===== config.mk =====
export PLATFORM = sky130hd
export DESIGN_NAME = rand_event_gen
export DESIGN_NICKNAME = d
export VERILOG_FILES = /design/src/rtl/rand_event_gen_pkg.sv /design/src/rtl/rand_event_gen.sv
export SDC_FILE = /design/constraint.sdc
export NUM_CORES = 1
export LEC_CHECK = 0
export ABC_AREA = 1
export BUFFER_PORTS_ARGS = -buffer_cell sky130_fd_sc_hd__buf_2
export CORE_ASPECT_RATIO = 1.25
export CORE_MARGIN = 5
export CORE_UTILIZATION = 52
export CTS_BUF_LIST = sky130_fd_sc_hd__clkbuf_4 sky130_fd_sc_hd__clkbuf_8
export DETAILED_ROUTE_END_ITERATION = 8
export GPL_TIMING_DRIVEN = 0
export PLACE_DENSITY = 0.75
export SETUP_SLACK_MARGIN = 0.5
export SLEW_MARGIN = 10
export SYNTH_ARGS = -nofsm -noshare
export SYNTH_HDL_FRONTEND = slang
export SYNTH_SLANG_ARGS = --single-unit

===== constraint.sdc =====
create_clock -name clk -period 2.3 [get_ports clk]
set_input_delay 0.115 -clock clk [delete_from_list [all_inputs] [get_ports clk]]
set_output_delay 0.115 -clock clk [all_outputs]
set_load 0.05 [all_outputs]

===== src/rtl/rand_event_gen_pkg.sv =====
// Shared game package: event codes, scheduler FSM encodings and widths.
package rand_event_gen_pkg;

  localparam int unsigned CNT_W  = 9;
  localparam int unsigned EVT_W  = 2;
  localparam int unsigned DROP_W = 4;
  localparam int unsigned RAND_W = 8;

  typedef enum logic [1:0] {
    ST_IDLE  = 2'd0,
    ST_LOAD  = 2'd1,
    ST_COUNT = 2'd2
  } state_e;

  typedef enum logic [EVT_W-1:0] {
    EVT_HUNGER  = 2'd0,
    EVT_BOREDOM = 2'd1,
    EVT_POOP    = 2'd2,
    EVT_SICK    = 2'd3
  } evt_e;

endpackage


===== src/rtl/rand_event_gen.sv =====
// Random pet-event scheduler: waits a random number of game ticks, then
// raises a typed event on a valid/ready output, counting events lost while
// an earlier one is still unconsumed.
module rand_event_gen
  import rand_event_gen_pkg::*;
#(
  parameter logic [7:0] MIN_INTERVAL  = 8'd16,
  parameter logic [7:0] INTERVAL_MASK = 8'h3F
) (
  input  logic              clk,
  input  logic              rst,
  input  logic [RAND_W-1:0] rand_in,
  input  logic              tick,
  input  logic              enable,
  output logic              evt_valid,
  output logic [EVT_W-1:0]  evt_type,
  input  logic              evt_ready,
  output logic [DROP_W-1:0] evt_dropped
);

  state_e              state_q, state_d;
  logic [CNT_W-1:0]    cnt_q, cnt_d;
  logic                valid_q, valid_d;
  evt_e                type_q, type_d;
  logic [DROP_W-1:0]   drop_q, drop_d;
  logic                fire_c;
  logic                accept_c;

  // Low three random bits pick the event; hunger is the most common outcome.
  function automatic evt_e map_type(input logic [2:0] r);
    evt_e t;
    case (r)
      3'd0, 3'd1, 3'd2: t = EVT_HUNGER;
      3'd3, 3'd4:       t = EVT_BOREDOM;
      3'd5, 3'd6:       t = EVT_POOP;
      default:          t = EVT_SICK;
    endcase
    return t;
  endfunction

  // Scheduler next state: reload interval, count ticks down, fire at one.
  always_comb begin
    state_d = state_q;
    cnt_d   = cnt_q;
    fire_c  = 1'b0;
    if (!enable) begin
      state_d = ST_IDLE;
    end else begin
      case (state_q)
        ST_IDLE: state_d = ST_LOAD;
        ST_LOAD: begin
          cnt_d   = CNT_W'(MIN_INTERVAL) + CNT_W'(rand_in & INTERVAL_MASK);
          state_d = ST_COUNT;
        end
        ST_COUNT: begin
          if (tick) begin
            if (cnt_q > CNT_W'(1)) begin
              cnt_d = cnt_q - CNT_W'(1);
            end else if (cnt_q == CNT_W'(1)) begin
              fire_c  = 1'b1;
              state_d = ST_LOAD;
            end
          end
        end
        default: state_d = ST_IDLE;
      endcase
    end
  end

  // Event slot: latch on fire when free or being consumed, else count a drop.
  always_comb begin
    valid_d  = valid_q;
    type_d   = type_q;
    drop_d   = drop_q;
    accept_c = valid_q & evt_ready;
    if (fire_c) begin
      if (!valid_q || accept_c) begin
        valid_d = 1'b1;
        type_d  = map_type(rand_in[2:0]);
      end else if (drop_q != '1) begin
        drop_d = drop_q + DROP_W'(1);
      end
    end else if (accept_c) begin
      valid_d = 1'b0;
    end
  end

  // State and output registers with synchronous reset.
  always_ff @(posedge clk) begin
    if (rst) begin
      state_q <= ST_IDLE;
      cnt_q   <= '0;
      valid_q <= 1'b0;
      type_q  <= EVT_HUNGER;
      drop_q  <= '0;
    end else begin
      state_q <= state_d;
      cnt_q   <= cnt_d;
      valid_q <= valid_d;
      type_q  <= type_d;
      drop_q  <= drop_d;
    end
  end

  assign evt_valid   = valid_q;
  assign evt_type    = type_q;
  assign evt_dropped = drop_q;

endmodule


==> results.txt <==
----------------------------------------------------
[Timing]
  Share of the clock period used by the worst path after layout ... about 67%
  Fin worst setup slack ... about 0.76 ns
  Transition at the pin with the smallest max-transition slack ... slightly above 0.3 ns
  Number of max-slew violations in the final report ... 0
  Final worst hold slack ... between 0.07 and 0.08 ns
  Finish-stage setup viols ... 0
  FMAX ... between 600 and 700 MHz
  Max Clock Skew ... 0.00211 ns
  Max-Slew Margin vs Limit ... 79.7%
  Final sum of negative setup slack ... 0 ns
  Endpoints failing hold ... 0
  Unrepaired setup endpoints after global routing ... false
  Final Critical Period ... ~1.5 ns

[Layout]
  Antenna cells ... 0
  Fillcell total ... roughly 220
  Layout cell share with drive strength beyond 1 ... between 20% and 30%
  Nets ... roughly 220
  Area growth from synthesis to layout ... 12.6%
  Most common cell after layout, fill and taps aside ... sky130_fd_sc_hd__nand2_1
  Top library cells by usage in the layout, fill and taps aside ... sky130_fd_sc_hd__nand2_1, sky130_fd_sc_hd__nor2_1, sky130_fd_sc_hd__buf_2
  Final non-filler cell total ... 230

[Floorplan]
  Cell row count ... 19
  DIE WIDTH ... approximately 52 µm
  Die outline height ... 62.8 µm
  Initial Utilization ... between 50% and 60%
  Area inside the core boundary ... between 2000 and 2500 µm²
  Boundary Pins ... 20
  Area of the die ... approximately 3300 µm²

[Synth]
  Flip-flop cell with the highest count after synthesis ... sky130_fd_sc_hd__dfxtp_1
  Proportion of synthesized flip-flops having asynchronous set or reset ... 0%
  Instance count of the mapped netlist ... 179
  Fraction of post-synthesis cell area in the top cell type by area ... approximately 31%
  Synth warn ... 0
  Cell accounting for the most synthesized area ... sky130_fd_sc_hd__dfxtp_1
  Flip-flop and latch count after synthesis ... 18
  Portion of the post-synthesis area used by sequential elements ... between 30% and 40%
  Cells taking the most area after synthesis ... sky130_fd_sc_hd__dfxtp_1, sky130_fd_sc_hd__nand2_1, sky130_fd_sc_hd__nor2_1
  Synthesized area ... roughly 1200 µm²
  Synthesized area per cell ... 6.47 µm²
  Count of flip-flops with a built-in enable after synthesis ... 0
  Post-synthesis cell type count ... 25
  Number of nets in the synthesized netlist ... around 200

[Detailed routing]
  Routed WL ... 2.52 mm
  DRC ... 0
  Detail-routed via count per cell ... 4.88
  Detailed Routing Iterations Pass 1 ... 4
  Remaining number of nets flagged by the antenna check after routing ... 0
  Via count ... between 1,000 and 1,500
  Routed WL per cell ... about 11 µm
  Drt first-iter violations ... 42

[Place]
  Pre-CTS worst setup slack ... between 0.7 and 0.8 ns
  Number of instances in the placed design ... approximately 230
  HPWL Detailed ... about 2 mm
  Routability congestion estimate from global placement ... between 0.8 and 0.9
  Total of buffers placed on input and output ports ... 17

[Clocking]
  Number of clock sinks ... 18
  Resized Gates After CTS ... 0
  Hold Buf Count CTS ... 0
  Clock tree from TritonCTS ... done
  CTS clk-pin slew, worst paths ... 0.10 ns
  Number of setup buffers added after CTS ... 0
  Number of H-tree levels ... 1
  Largest buffer count on any clock path ... 2
  Number of buffers created by CTS ... 3
  Insertion delay to the later sink of the worst-skew pair ... around 0.3 ns
  Clk root buf ... sky130_fd_sc_hd__clkbuf_4

[Global routing]
  Fraction of met2 tracks used by global routing ... around 30%
  Overall routing resource usage ... about 17%
  Global-route met1 utilization ... between 20% and 30%
  Via count of the first global-routing pass ... ~1,100
  Highest-utilization routing layer at the global route stage ... met2
  Met3 demand-to-capacity share in global routing ... 3.34%
  Global-route wire length before repair ... 4.43 mm
  Number of antenna violations at the first check in global routing ... 0
  Pin count of the biggest net entering global routing ... 11
  Sum of overflow across all layers after global routing ... 0

[Setup path]
  Category of cells accounting for the largest share of critical-path delay ... simple AND/OR/NAND/NOR gates
  CP Data Arrival Time ... 1.74 ns
  Required @ worst endpoint ... between 2 and 3 ns
  Path depth of the worst reg2reg path ... 11
  Crit path launch type ... flop
  Crit. Startpoint ... cnt_q[0]
  Worst flop-to-flop path endpoint ... cnt_q[4]
  Worst path buffer plus inverter count ... 1
  Startpoint of the worst register-to-register path ... cnt_q[0]
  Most common cell type on the critical path ... sky130_fd_sc_hd__nand2_1
  Sort of element at the end of the critical path ... flop
  Crit path kind ... flop to flop
  Worst-path fanout max ... 10
  Ordered list of cells on the worst path ... ha_1, nand2_1, nor2_2, nand2_2, nand3_2, nand2_4, nand2_4, buf_8, nand2_1, nand2_1, nor2_1
  Setup slack of the worst register-to-register path ... approximately 0.76 ns
  Slowest stage cell on the critical path ... sky130_fd_sc_hd__dfxtp_1
  Highest cell delay on the worst timing path ... a little over 0.4 ns

[Run status]
  Run status ... finished clean

[Min path]
  Min-delay worst type ... primary input to flop
  Worst Hold Launch ... enable
  Worst Hold Path EP ... state_q[0]
  Worst hold path stage count ... 3

[Power and ir drop]
  Power density over cell area ... a little under 500 nW/µm²
  Cell leakage power ... 0.000679 µW
  Worst vdd ir ... roughly 0.35 mV

[Run]
  # Max-Cap Violations ... 0

----------------------------------------------------
## state kept, by name (all words and copies together) (netlist names)
name,flops
cnt_q,9
evt_dropped,4
evt_valid,1
state_q,2
evt_type,2
## logic make-up (layout without fill, tap and decap cells)
logic type	Yosys count	in the layout	share of synthesized area, %
fa+ha+maj	4	4	4.32
flops	18	18	31.1
compound gates	26	26	13.4
buf+inv	28	48	10.3
simple gates	103	103	40.9
## worst max-delay path by stage
stage	endpoint	slack (ns)	cells past startpoint
global placement	cnt_q[4]	0.79	12
global route	cnt_q[8]	0.62	11
detailed placement	cnt_q[4]	0.76	12
CTS	cnt_q[4]	0.74	11
finish	cnt_q[4]	0.76	11
floorplan	evt_dropped[1]	0.84	6
## cells in the mapped netlist (2+ instances only)
| cell type | instances |
|---|---|
| sky130_fd_sc_hd__inv_2 | 8 |
| sky130_fd_sc_hd__nand2_2 | 5 |
| sky130_fd_sc_hd__nand3b_1 | 2 |
| sky130_fd_sc_hd__o21ai_1 | 2 |
| sky130_fd_sc_hd__a21oi_2 | 3 |
| sky130_fd_sc_hd__o21ai_0 | 9 |
| sky130_fd_sc_hd__nand3_2 | 2 |
| sky130_fd_sc_hd__buf_2 | 2 |
| sky130_fd_sc_hd__nor2_4 | 2 |
| sky130_fd_sc_hd__dfxtp_1 | 18 |
| sky130_fd_sc_hd__a31oi_1 | 3 |
| sky130_fd_sc_hd__nor2_2 | 2 |
| sky130_fd_sc_hd__nand2_4 | 2 |
| sky130_fd_sc_hd__nand4_1 | 2 |
| sky130_fd_sc_hd__nor3_1 | 2 |
| sky130_fd_sc_hd__nand2_1 | 44 |
| sky130_fd_sc_hd__inv_1 | 17 |
| sky130_fd_sc_hd__nand3_1 | 10 |
| sky130_fd_sc_hd__ha_1 | 4 |
| sky130_fd_sc_hd__nor2_1 | 30 |
| sky130_fd_sc_hd__a21oi_1 | 6 |
## cell type report
cell class / instances / area, µm² / area share [%]
plain buffers: 3 / 25.0 / 1.92
multi-input cells: 133 / 679 / 52.1
clock buffers: 3 / 22.5 / 1.73
repair buffers: 17 / 85.1 / 6.52
well taps: 31 / 38.8 / 2.97
flip-flops and latches: 18 / 360 / 27.6
inverters: 25 / 93.8 / 7.19
## where the power goes
group          leakage (µW)  internal (µW)  switching, µW
registers          0.000146            320           8.01
clock network     0.0000138           61.1            102
logic              0.000519           52.8           93.4
total              0.000679            434            203
## worst register-to-register path, cell delays in order (launching register included)
cell	delay, ns
sky130_fd_sc_hd__dfxtp_1	0.41
sky130_fd_sc_hd__ha_1	0.17
sky130_fd_sc_hd__nand2_1	0.07
sky130_fd_sc_hd__nor2_2	0.21
sky130_fd_sc_hd__nand2_2	0.08
sky130_fd_sc_hd__nand3_2	0.09
sky130_fd_sc_hd__nand2_4	0.09
sky130_fd_sc_hd__nand2_4	0.08
sky130_fd_sc_hd__buf_8	0.13
sky130_fd_sc_hd__nand2_1	0.05
sky130_fd_sc_hd__nand2_1	0.05
sky130_fd_sc_hd__nor2_1	0.03
## through the flow
stage	instance area, µm²	utilization (%)	total power (µW)
CTS	1310	60.3	641
finish	1310	60.3	638
detailed placement	1280	59.3	481
global route	1310	60.3	678
floorplan	1160	-	442
global placement	1280	59.3	475
## per-layer routing
metal	vias up	routed length (µm)	share of wire, %
met5	-	0	0
met4	0	32	1.3
met3	4	89	3.5
met2	21	1270	50
met1	488	1140	45
li1	609	-	-
No activity file was read; power rests on OpenSTA's default activity.
